===== src/rtl/counter_sched_pkg.sv =====
// Shared types and constants for the counter command scheduler.
// Optional feature macro: CNT_SCHED_STOP_ON_WRAP_EN (used by counter_cmd_scheduler).
package counter_sched_pkg;

    // Command op codes as seen on req_op.
    typedef enum logic [1:0] {
        OP_LOAD = 2'd0,
        OP_UP   = 2'd1,
        OP_DOWN = 2'd2,
        OP_READ = 2'd3
    } op_e;

    // Scheduler FSM states.
    typedef enum logic [1:0] {
        StIdle,
        StLoad,
        StCount,
        StResp
    } state_e;

    // Counter control levels while no command is driving it.
    localparam logic IdleUp      = 1'b0;
    localparam logic IdleSetB    = 1'b1;
    localparam logic IdleEnableB = 1'b1;

    // True for ops that step the counter.
    function automatic logic is_count_op(input op_e op);
        return (op == OP_UP) || (op == OP_DOWN);
    endfunction

endpackage


===== src/rtl/rr_arbiter.sv =====
// Combinational round-robin arbiter: grants the first valid requester at or after ptr_i,
// wrapping, and reports the pointer to use after that grant. The pointer register lives
// in the parent.
module rr_arbiter #(
    parameter int unsigned NUM_REQ = 2
) (
    input  logic [NUM_REQ-1:0]         valid_i,
    input  logic [$clog2(NUM_REQ)-1:0] ptr_i,
    output logic [NUM_REQ-1:0]         grant_o,
    output logic [$clog2(NUM_REQ)-1:0] next_ptr_o
);

    localparam int unsigned IdW = $clog2(NUM_REQ);

    // Scan requesters in priority order starting at the pointer.
    always_comb begin
        logic found;
        int unsigned idx;
        grant_o    = '0;
        next_ptr_o = ptr_i;
        found      = 1'b0;
        idx        = 0;
        for (int unsigned off = 0; off < NUM_REQ; off++) begin
            idx = (32'(ptr_i) + off) % NUM_REQ;
            if (!found && valid_i[idx]) begin
                found        = 1'b1;
                grant_o[idx] = 1'b1;
                next_ptr_o   = IdW'((idx + 1) % NUM_REQ);
            end
        end
    end

endmodule


===== src/rtl/counter_cmd_scheduler.sv =====
// Shares one external up/down counter between NUM_REQ requesters. Each accepted command
// (LOAD / UP k / DOWN k / READ) drives the counter pins for its duration, then a one-cycle
// response reports the final count and whether the counter wrapped.
// Optional feature macro: CNT_SCHED_STOP_ON_WRAP_EN -- when defined, a count command ends
// after the step that wraps the counter instead of running all k steps.
module counter_cmd_scheduler
    import counter_sched_pkg::*;
#(
    parameter int unsigned N       = 4,
    parameter int unsigned NUM_REQ = 2,
    parameter int unsigned STEP_W  = 8
) (
    input  logic                       clock,
    input  logic                       reset,
    input  logic [NUM_REQ-1:0]         req_valid,
    output logic [NUM_REQ-1:0]         req_ready,
    input  logic [2*NUM_REQ-1:0]       req_op,
    input  logic [STEP_W*NUM_REQ-1:0]  req_data,
    output logic                       cnt_up,
    output logic                       cnt_set_b,
    output logic                       cnt_enable_b,
    output logic [N-1:0]               cnt_set,
    input  logic                       cnt_carry_b,
    input  logic [N-1:0]               cnt_q,
    output logic                       rsp_valid,
    output logic [$clog2(NUM_REQ)-1:0] rsp_id,
    output logic [N-1:0]               rsp_q,
    output logic                       rsp_wrapped
);

    localparam int unsigned IdW = $clog2(NUM_REQ);

    state_e              state_q, state_d;
    op_e                 op_q, op_d;
    logic [STEP_W-1:0]   step_q, step_d;
    logic [IdW-1:0]      ptr_q, ptr_d;
    logic [IdW-1:0]      id_q, id_d;
    logic                wrap_q, wrap_d;

    logic [NUM_REQ-1:0]  grant;
    logic [IdW-1:0]      next_ptr;
    logic [IdW-1:0]      gid;
    logic [1:0]          op_raw;
    logic [STEP_W-1:0]   data_sel;
    logic                count_done;

    rr_arbiter #(
        .NUM_REQ(NUM_REQ)
    ) u_arb (
        .valid_i   (req_valid),
        .ptr_i     (ptr_q),
        .grant_o   (grant),
        .next_ptr_o(next_ptr)
    );

    // Encode the one-hot grant and mux out that requester's op and data.
    always_comb begin
        gid      = '0;
        op_raw   = '0;
        data_sel = '0;
        for (int unsigned i = 0; i < NUM_REQ; i++) begin
            if (grant[i]) begin
                gid      = IdW'(i);
                op_raw   = req_op[2*i +: 2];
                data_sel = req_data[STEP_W*i +: STEP_W];
            end
        end
    end

    // Last count step: step counter expires, or (optionally) the counter wraps this cycle.
    always_comb begin
`ifdef CNT_SCHED_STOP_ON_WRAP_EN
        count_done = (step_q == STEP_W'(1)) || !cnt_carry_b;
`else
        count_done = (step_q == STEP_W'(1));
`endif
    end

    // Next-state logic and all outputs, decoded from the current state.
    always_comb begin
        state_d      = state_q;
        op_d         = op_q;
        step_d       = step_q;
        ptr_d        = ptr_q;
        id_d         = id_q;
        wrap_d       = wrap_q;
        req_ready    = '0;
        cnt_up       = IdleUp;
        cnt_set_b    = IdleSetB;
        cnt_enable_b = IdleEnableB;
        cnt_set      = '0;
        rsp_valid    = 1'b0;
        rsp_id       = '0;
        rsp_q        = '0;
        rsp_wrapped  = 1'b0;

        unique case (state_q)
            StIdle: begin
                req_ready = grant;
                if (|grant) begin
                    op_d   = op_e'(op_raw);
                    step_d = data_sel;
                    id_d   = gid;
                    ptr_d  = next_ptr;
                    wrap_d = 1'b0;
                    if (op_e'(op_raw) == OP_LOAD) begin
                        state_d = StLoad;
                    end else if (is_count_op(op_e'(op_raw)) && (data_sel != '0)) begin
                        state_d = StCount;
                    end else begin
                        state_d = StResp;
                    end
                end
            end
            StLoad: begin
                cnt_enable_b = 1'b0;
                cnt_set_b    = 1'b0;
                cnt_set      = step_q[N-1:0];
                state_d      = StResp;
            end
            StCount: begin
                cnt_enable_b = 1'b0;
                cnt_up       = (op_q == OP_UP);
                step_d       = step_q - STEP_W'(1);
                // The edge closing this cycle wraps the counter.
                if (!cnt_carry_b) begin
                    wrap_d = 1'b1;
                end
                if (count_done) begin
                    state_d = StResp;
                end
            end
            StResp: begin
                rsp_valid   = 1'b1;
                rsp_id      = id_q;
                rsp_q       = cnt_q;
                rsp_wrapped = wrap_q;
                state_d     = StIdle;
            end
            default: state_d = StIdle;
        endcase
    end

    // State registers; reset drops any in-flight command.
    always_ff @(posedge clock or posedge reset) begin
        if (reset) begin
            state_q <= StIdle;
            op_q    <= OP_LOAD;
            step_q  <= '0;
            ptr_q   <= '0;
            id_q    <= '0;
            wrap_q  <= 1'b0;
        end else begin
            state_q <= state_d;
            op_q    <= op_d;
            step_q  <= step_d;
            ptr_q   <= ptr_d;
            id_q    <= id_d;
            wrap_q  <= wrap_d;
        end
    end

endmodule


===== config.mk =====
export PLATFORM = sky130hd
export DESIGN_NAME = counter_cmd_scheduler
export DESIGN_NICKNAME = d
export VERILOG_FILES = /design/src/rtl/counter_sched_pkg.sv /design/src/rtl/rr_arbiter.sv /design/src/rtl/counter_cmd_scheduler.sv
export SDC_FILE = /design/constraint.sdc
export NUM_CORES = 1
export LEC_CHECK = 0
export ABC_AREA = 1
export CAP_MARGIN = 30
export CORE_MARGIN = 4
export CORE_UTILIZATION = 28
export CTS_CLUSTER_DIAMETER = 200
export DETAILED_ROUTE_END_ITERATION = 10
export SLEW_MARGIN = 15
export SYNTH_ARGS = -nofsm -noshare
export SYNTH_HDL_FRONTEND = slang
export SYNTH_SLANG_ARGS = --single-unit

===== constraint.sdc =====
create_clock -name clock -period 1.5 [get_ports clock]
set_clock_uncertainty 0.1 [all_clocks]
set_input_delay 0.3 -clock clock [delete_from_list [all_inputs] [get_ports clock]]
set_output_delay 0.3 -clock clock [all_outputs]
set_load 0.01 [all_outputs]

==> results.toml, run 1 <==
[grt]
grt_pass1_wl_um = 5690
grt_pass1_vias = 1326
overflow = 0
antenna_found_initial = 0
grt_usage = 0.128
grt_max_degree = 16

[power_and_ir_drop]
power.internal_uw = 728
power.switching_uw = 230
ir_worst_vdd_mv = 0.223
p_sw_frac = 0.240
cellPowerDensity_nw_per_um2 = 423
p_clk_frac = 0.342
p_comb_frac = 0.226
power_frac_seq = 0.432
p_leak_nw = 1.15

[final_layout]
nets = 309
instances_no_fill = 324
drive_gt1_frac = 0.445
antennaDiodeCount = 0
area_growth_pct = 80.7
layout_commonest_cell = "nand2_1"
layout_common_cells = "nand2_1 (40), buf_4 (32), clkdlybuf4s50_1 (26)"

[detailed_routing]
ant_nets = 0
drc = 0
drt_iter0_drc = 37
dr.pass1.iters = 4
wl_um = 3380
via_per_inst = 4.26
routed-via-count = 1379
wl_per_cell_um = 10.4

[floorplanning]
fp.dieH_um = 74.9
core_um2 = 4350
ios = 45
start_util = 0.288
die_w_um = 74.9
fp.dieArea_um2 = 5610
row_count = 24

[critical_path]
slowest_delay_ns = 0.41
ff2ff_path_depth = 11
worstSetupEndpointType = "primary output"
required_ns = 1.10
crit_chain = "buf_6 > inv_6 > ha_4 > inv_4 > nor2_4 > buf_6"
reg2reg_from = "ptr_q"
crit_arrival_ns = 1.28
r2r_end = "state_q[0]"
crit_end = "req_ready[0]"
startpoint = "state_q[0]"
crit_fanout = 3
r2r_setup_slack_ns = -0.15
critPathSlowestCell = "dfrtp_1"
startpoint_type = "register"
worstSetupPathDepth = 6
path_common_cell = "buf_6"
critPathTopFamily = "flip-flops"
critical_path_class = "register to primary output"
crit_buf_inv = 4

[timing]
slew_headroom = 0.787
worst_slack_ns = -0.181
setup_viol = 27
setup_tns_ns = -2.65
max_freq_mhz = 595
hold_violations = 0
rsz0062_at_grt = "true"
timing.final.crit_share = 1.12
slew_violations = 0
worstMarginPinSlew_ns = 0.317
final.min_clock_period_ns = 1.68

[synthesis]
ys_seq_area_frac = 0.299
synth_cells = 185
yosys_warnings = 0
syn-num-nets = 221
synth_cell_types = 27
avgSynthCellArea_um2 = 6.78
synth_seq_cells = 15
syn-cell-area_um2 = 1250

[clocking]
clkTransAtPathRegs_ns = 0.06
cts_sinks = 15
cts_inserted_buffers = 3
tritoncts = "yes"
ctsLongestPathBuffers = 2
h-tree-depth = 1
clock-root-buffer = "clkbuf_8"
clock_latency_ns = 0.24
hold_buffers = 0

[placement]
dp_hpwl_um = 2640
preCtsSetupSlack_ns = -0.588
io_buffers = 44
gp_congestion = 0.802
dp.cells = 314

[min_path]
holdCritPathClass = "input port to async pin"

[job]
maxCapViolations = 0

[run_status]
run_status = "complete, but fails checks"
violations = "setup timing"
[per-layer routing]
layer | global-route usage | part of all wire
met5 | 0 | 0
met3 | 0.0160 | 0.060
met4 | 0.0534 | 0.012
met1 | 0.170 | 0.45
met2 | 0.210 | 0.48
[per-stage QoR]
step           utilization  cell area (um^2)  hold slack (ns)  total power, mW
6_report             0.520              2270            0.262            0.957
5_1_grt              0.520              2270            0.290             1.01
3_5_place_dp         0.468              2040            0.383            0.638
4_1_cts              0.500              2180            0.269            0.969
3_3_place_gp         0.468              2040            0.387            0.636
2_1_floorplan            -              1280            0.101            0.508
[flip-flops by register name, summed over array words and instances, names as in the netlist]
signal,cells
step_q,8
id_q,1
ptr_q,1
wrap_q,1
state_q,2
op_q,2
[tightest hold or removal path: cells and delay by family]
family                 cells  cell delay (ns)
buffers and inverters      3             0.67
[power groups by stage]
stage,Clock [mW],Combinational [mW],Sequential [mW]
6_report,0.327,0.216,0.414
5_1_grt,0.354,0.242,0.414
4_1_cts,0.341,0.215,0.413
3_5_place_dp,0,0.217,0.420
3_3_place_gp,0,0.216,0.420
2_1_floorplan,0,0.0887,0.420
[what timing repair did]
action / 4_1_cts / 5_1_grt
setup endpoints to repair: 30 / 30
resized for setup: 109 / 25
pin swaps: 14 / 6
endpoints found under the hold margin: 0 / 0
buffers inserted: 3 / 4
[final cells by class]
class / count / area, um^2
well taps: 52 / 65.1
multi-input cells: 128 / 853
fillers: 420 / 2090
repair buffers: 85 / 756
inverters: 40 / 170
clock buffers: 4 / 45.0
flip-flops and latches: 15 / 377
[synthesized netlist by cell type]
library cell,count,share of area
nand2_1,51,0.15
inv_1,35,0.10
dfrtp_1,15,0.30
nor2_1,15,0.045
o21ai_0,12,0.048
a21oi_1,8,0.032
ha_1,7,0.070
nand3_1,7,0.028
nand2_4,4,0.036
a21oi_2,3,0.021
inv_2,3,0.0090
nand2_2,3,0.015
o21ai_2,3,0.021
o22ai_1,3,0.015
a22o_1,2,0.014
nor3_1,2,0.0080
xnor2_1,2,0.014
a22oi_1,1,0.0060
a2bb2oi_1,1,0.0070
buf_2,1,0.0040
buf_6,1,0.0090
clkinv_2,1,0.0040
inv_4,1,0.0050
nand3_2,1,0.0080
o21ai_4,1,0.013
or2_2,1,0.0050
xor2_1,1,0.0070
[kinds of logic after synthesis]
family,synth area share
xor gates and xnor gates,0.0210
adders and majority gates,0.0699
buffers and inverters,0.136
and+or+nand+nor,0.297
DFF,0.299
AOI/OAI and AO/OA,0.177
[worst min-delay path by stage]
stage | start | endpoint | slack (ns) | depth (start not counted)
after floorplan | reset | id_q | 0.10 | 1
after global placement | id_q | id_q | 0.39 | 2
after detailed placement | id_q | id_q | 0.38 | 2
after CTS | reset | step_q[2] | 0.27 | 3
after global routing | reset | state_q[1] | 0.29 | 3
final | reset | state_q[1] | 0.26 | 3
(Power assumes the default switching activity.)
==> run 2: changes to the inputs <==
--- a/config.mk
+++ b/config.mk
@@ -9,9 +9,11 @@
 export CAP_MARGIN = 30
 export CORE_MARGIN = 4
 export CORE_UTILIZATION = 28
+export CTS_BUF_LIST = sky130_fd_sc_hd__clkbuf_16
 export CTS_CLUSTER_DIAMETER = 200
 export DETAILED_ROUTE_END_ITERATION = 10
 export SLEW_MARGIN = 15
 export SYNTH_ARGS = -nofsm -noshare
 export SYNTH_HDL_FRONTEND = slang
+export SYNTH_HIERARCHICAL = 1
 export SYNTH_SLANG_ARGS = --single-unit
==> results.toml, run 2 <==
[run_status]
run_status = "complete, but fails checks"
violations = "setup timing"

[clocking]
cts_sinks = 15
clock_latency_ns = 0.25
cts_inserted_buffers = 3
tritoncts = "yes"
ctsLongestPathBuffers = 2
h-tree-depth = 1
clkTransAtPathRegs_ns = 0.05
clock-root-buffer = "clkbuf_16"

[grt]
grt_pass1_wl_um = 6630
grt_usage = 0.136
antenna_found_initial = 0
overflow = 0
grt_max_degree = 16
grt_pass1_vias = 1481

[synthesis]
yosysTopAreaCellShare = 0.280
yosysTopAreaCell = "dfrtp_1"
yosys_warnings = 6
synth_cells = 210
synth_cell_types = 29
syn-num-nets = 246
synth_flop_cell = "dfrtp_1"
synth_area_leaders = "dfrtp_1 (28%), nand2_1 (18%), inv_1 (12%), nor2_1 (8.4%), ha_1 (6.5%)"
synth_seq_cells = 15
yosysMostFrequentCell = "nand2_1"
async_reset_ff_frac = 1.00
syn-cell-area_um2 = 1340
synth_common_cells = "nand2_1 (65), inv_1 (42), nor2_1 (30), dfrtp_1 (15), ha_1 (7)"
avgSynthCellArea_um2 = 6.38
synth-edff-count = 0
ys_seq_area_frac = 0.280

[final_layout]
seq_area_um2 = 378
antennaDiodeCount = 0
layout_common_cells = "nand2_1 (52), inv_1 (30), nor2_1 (26), clkdlybuf4s50_1 (26), buf_4 (25)"
final_util = 0.540
nets = 331
final_cell_area_um2 = 2430
fill_cells = 428
largest_reg_flops = 8
drive_gt1_frac = 0.418
multi_input_area_um2 = 920
reg_top3 = "step_q (8), op_q (2), state_q (2)"
top_register = "step_q"
layout_commonest_cell = "nand2_1"
area_growth_pct = 81.6

[critical_path]
slowest_delay_ns = 0.42
path_common_cell = "buf_6"
ff2ff_path_depth = 9
crit_chain = "inv_4 > ha_4 > buf_6 > buf_6 > nand2_4 > inv_2 > buf_6"
r2r_setup_slack_ns = -0.23
required_ns = 1.10
critical_path_class = "register to primary output"
worstSetupPathDepth = 7
crit_arrival_ns = 1.34
crit_fanout = 4
critPathTopFamily = "flip-flops"
crit_buf_inv = 5
worstSetupEndpointType = "primary output"
startpoint_type = "register"
critPathSlowestCell = "dfrtp_2"

[timing]
worst_slack_ns = -0.237
worstMarginPinSlew_ns = 0.338
slew_violations = 0
max_freq_mhz = 576
final.min_clock_period_ns = 1.74
hold_violations = 0
holdWs_ns = 0.264
timing.final.crit_share = 1.16
rsz0062_at_grt = "true"
slew_headroom = 0.774
setup_viol = 30
setup_tns_ns = -4.67

[detailed_routing]
wl_per_cell_um = 11.8
ant_nets = 0
dr.pass1.iters = 4
routed-via-count = 1503
via_per_inst = 4.34
wl_um = 4080
drt_iter0_drc = 47
drc = 0

[floorplanning]
fp.dieH_um = 77.1
die_w_um = 77.1
row_count = 24
fp.dieArea_um2 = 5950
start_util = 0.297
core_um2 = 4500
ios = 45

[job]
maxCapViolations = 0

[placement]
gp_congestion = 0.856
io_buffers = 44
dp_hpwl_um = 2820
place_area_um2 = 1990

[power_and_ir_drop]
cellPowerDensity_nw_per_um2 = 2080
ir_worst_vdd_mv = 0.793
p_leak_nw = 1.32

[min_path]
holdCritPathClass = "input port to async pin"
run 2: cell types whose count changed after synthesis, sizes merged, moves of 2 or more:
cell and change:
nand4 +2, nor2 +18, inv +6, o21ai -5, nand3 -3, nand2 +8
xnor2 -2, a21oi -2, buf +4
run 2: per-stage QoR:
stage / instances / power, mW / worst slack [ns]
2_1_floorplan: 210 / 2.38 / -0.143
4_1_cts: 343 / 4.55 / -0.220
6_report: 346 / 5.06 / -0.237
3_3_place_gp: 323 / 3.35 / -0.606
3_5_place_dp: 323 / 3.38 / -0.625
5_1_grt: 346 / 5.45 / -0.333
run 2: path summary, 6_finish.rpt:
path | startpoint | endpoint
max | state_q[0] | req_ready[0]
min | reset | step_q[2]
max reg2reg | state_q[0] | step_q[4]
min reg2reg | id_q | id_q
max in group asynchronous | reset | state_q[1]
min in group clock | id_q | id_q
run 2: worst register-to-register path: stages, from the launching register on:
cell	delay [ns]
dfrtp_2	0.42
inv_4	0.06
ha_4	0.17
buf_6	0.12
inv_6	0.06
nor3_4	0.05
a21oi_4	0.29
buf_12	0.16
buf_16	0.11
a31oi_2	0.07
run 2: timing repair:
| item | CTS | global route |
|---|---|---|
| hold buffers | 0 | 0 |
| gates resized for setup | 110 | 34 |
| setup endpoints to repair | 30 | 29 |
| setup buffers | 15 | 3 |
| gates cloned | 1 | 0 |
| pin swaps | 16 | 11 |
run 2: report_power, final:
group / switching, mW / leakage [nW] / internal [mW] / total, mW
clock: 0.179 / 0.0409 / 0.357 / 0.536
combinational: 1.82 / 1.10 / 1.91 / 3.72
sequential: 0.181 / 0.178 / 0.626 / 0.807
run 2: area by class of cell:
class / count / share of cell area
tap: 52 / 0.0268
sequential: 15 / 0.155
clock inverter: 1 / 0.00206
timing repair buffer: 86 / 0.334
clock buffer: 3 / 0.0309
multi-input combinational: 144 / 0.378
inverter: 45 / 0.0726
run 2: logic make-up (layout without fill, tap and decap cells):
logic type / Yosys count / after routing / synth area share
AOI/OAI and AO/OA: 27 / 27 / 0.147
adders and majority gates: 7 / 7 / 0.0654
and+or+nand+nor: 109 / 109 / 0.333
buffers and inverters: 51 / 135 / 0.166
DFF: 15 / 15 / 0.280
muxes: 1 / 1 / 0.00841
run 2: routing by layer:
metal / track usage / up-vias / part of all wire
met1: 0.172 / 644 / 0.44
met5: 0 / - / 0
met3: 0.0211 / 8 / 0.047
met2: 0.231 / 50 / 0.49
met4: 0.0498 / 0 / 0.021
li1: - / 801 / -
==> run 3: changes to the inputs <==
--- a/config.mk
+++ b/config.mk
@@ -8,10 +8,11 @@
 export ABC_AREA = 1
 export CAP_MARGIN = 30
 export CORE_MARGIN = 4
-export CORE_UTILIZATION = 28
+export CORE_UTILIZATION = 41
 export CTS_BUF_LIST = sky130_fd_sc_hd__clkbuf_16
 export CTS_CLUSTER_DIAMETER = 200
 export DETAILED_ROUTE_END_ITERATION = 10
+export PLACE_DENSITY = 0.76
 export SLEW_MARGIN = 15
 export SYNTH_ARGS = -nofsm -noshare
 export SYNTH_HDL_FRONTEND = slang
==> results.toml, run 3 (synthesis gave the netlist of run 2 again) <==
[power_and_ir_drop]
power_frac_seq = 0.151
p_clk_frac = 0.096
ir_worst_vdd_mv = 0.818
power.internal_mw = 2.99
p_leak_nw = 1.33
p_sw_frac = 0.445
cellPowerDensity_nw_per_um2 = 2180
power.switching_mw = 2.40
p_comb_frac = 0.752

[final_layout]
seq_area_um2 = 377
layout_commonest_cell = "nand2_1"
multi_input_area_um2 = 930
nets = 335
final_cell_area_um2 = 2470
antennaDiodeCount = 0
fill_cells = 199
reg_top3 = "step_q (8), op_q (2), state_q (2)"
largest_reg_flops = 8
area_growth_pct = 84.4
layout_common_cells = "nand2_1 (48), inv_1 (29), nor2_1 (27), buf_4 (27), clkdlybuf4s50_1 (26)"
top_register = "step_q"
drive_gt1_frac = 0.436

[timing]
final.min_clock_period_ns = 1.80
timing.final.crit_share = 1.20
worst_slack_ns = -0.298
slew_violations = 0
hold_violations = 0
max_freq_mhz = 556
slew_headroom = 0.826
setup_viol = 29
worstMarginPinSlew_ns = 0.260
rsz0062_at_grt = "true"

[grt]
grt_usage = 0.222
overflow = 0
antenna_found_initial = 0
grt_pass1_vias = 1594
grt_pass1_wl_um = 7310
grt_max_degree = 17

[run_status]
violations = "setup timing"
run_status = "complete, but fails checks"

[detailed_routing]
wl_per_cell_um = 14.6
wl_um = 4980
dr.pass1.iters = 4
routed-via-count = 1657
drc = 0
drt_iter0_drc = 107
via_per_inst = 4.85
ant_nets = 0

[clocking]
clkTransAtPathRegs_ns = 0.05
tritoncts = "yes"
clock-root-buffer = "clkbuf_16"
ctsLongestPathBuffers = 2
hold_buffers = 0
cts_inserted_buffers = 3
cts_sinks = 15
clock_latency_ns = 0.25
h-tree-depth = 1

[floorplanning]
core_um2 = 3080
die_w_um = 65.1
fp.dieArea_um2 = 4240
start_util = 0.435
row_count = 20
fp.dieH_um = 65.1
ios = 45

[critical_path]
crit_fanout = 4
r2r_setup_slack_ns = -0.30
worstSetupEndpointType = "register"
startpoint = "ptr_q"
crit_chain = "inv_2 > a21oi_4 > inv_2 > nand2_2 > inv_2 > a22oi_2 > ha_1 > inv_1 > nor2_1 > nand2_1 > nand2_2 > a21oi_2"
ff2ff_path_depth = 12
path_common_cell = "inv_2"
reg2reg_from = "ptr_q"
critPathSlowestCell = "dfrtp_1"
r2r_end = "state_q[0]"
slowest_delay_ns = 0.36
required_ns = 1.57
startpoint_type = "register"
critical_path_class = "register to register"
crit_arrival_ns = 1.86

[placement]
dp_hpwl_um = 2590
place_area_um2 = 1960
preCtsSetupSlack_ns = -0.612
gp_congestion = 0.809
io_buffers = 44

[min_path]
holdCritPathClass = "input port to async pin"

[job]
maxCapViolations = 0
run 3: changes by cell type in the layout (fill, tap and decap cells not counted), sizes merged:
cell / delta
buf: +3
a21oi: +1
inv: +1
clkinv: -1
run 3: power groups by stage:
stage / combinational (mW) / sequential (mW) / clock (mW)
CTS: 3.52 / 0.770 / 0.517
global route: 4.33 / 0.828 / 0.543
global placement: 2.53 / 0.758 / 0
detailed placement: 2.56 / 0.768 / 0
finish: 4.06 / 0.816 / 0.518
floorplan: 1.64 / 0.731 / 0
run 3: what timing repair did:
| item | CTS | global route |
|---|---|---|
| setup buffers | 25 | 4 |
| cloned | 2 | 1 |
| gates resized for setup | 114 | 42 |
| setup endpoints to repair | 28 | 28 |
| pin swaps | 18 | 17 |
run 3: stage by stage:
stage | TNS [ns] | total power, mW | std cells | hold WS (ns) | util
after floorplan | -0.280 | 2.38 | 210 | 0.101 | -
after global placement | -11.01 | 3.28 | 312 | 0.382 | 0.636
after detailed placement | -11.44 | 3.33 | 312 | 0.388 | 0.636
after CTS | -3.62 | 4.80 | 343 | 0.279 | 0.761
after global routing | -6.12 | 5.70 | 342 | 0.309 | 0.802
final | -4.53 | 5.39 | 342 | 0.293 | 0.802
run 3: layer usage:
layer,global-route usage,vias up,share of wire
li1,-,816,-
met3,0.0342,19,0.069
met2,0.397,89,0.50
met5,0,-,0
met4,0.0907,0,0.032
met1,0.265,733,0.40
run 3: cell type report:
class                      instances  share of cell area
multi-input combinational        145               0.377
tap                               44              0.0223
clock inverter                     1             0.00152
sequential                        15               0.153
inverter                          45              0.0745
timing repair buffer              89               0.342
clock buffer                       3              0.0304
run 3: worst max-delay path: cells and delay by family (launching register included):
family | cells | cell delay, ns
compound gates | 3 | 0.49
flops | 1 | 0.36
simple gates | 4 | 0.26
fa+ha+maj | 1 | 0.27
buf+inv | 4 | 0.24
run 3: worst max-delay path by stage:
stage / end / slack, ns / cells past startpoint
after floorplan: state_q[1] / -0.14 / 10
after global placement: req_ready[1] / -0.60 / 6
after detailed placement: step_q[2] / -0.61 / 8
after CTS: state_q[0] / -0.22 / 12
after global routing: state_q[0] / -0.41 / 11
final: state_q[0] / -0.30 / 12
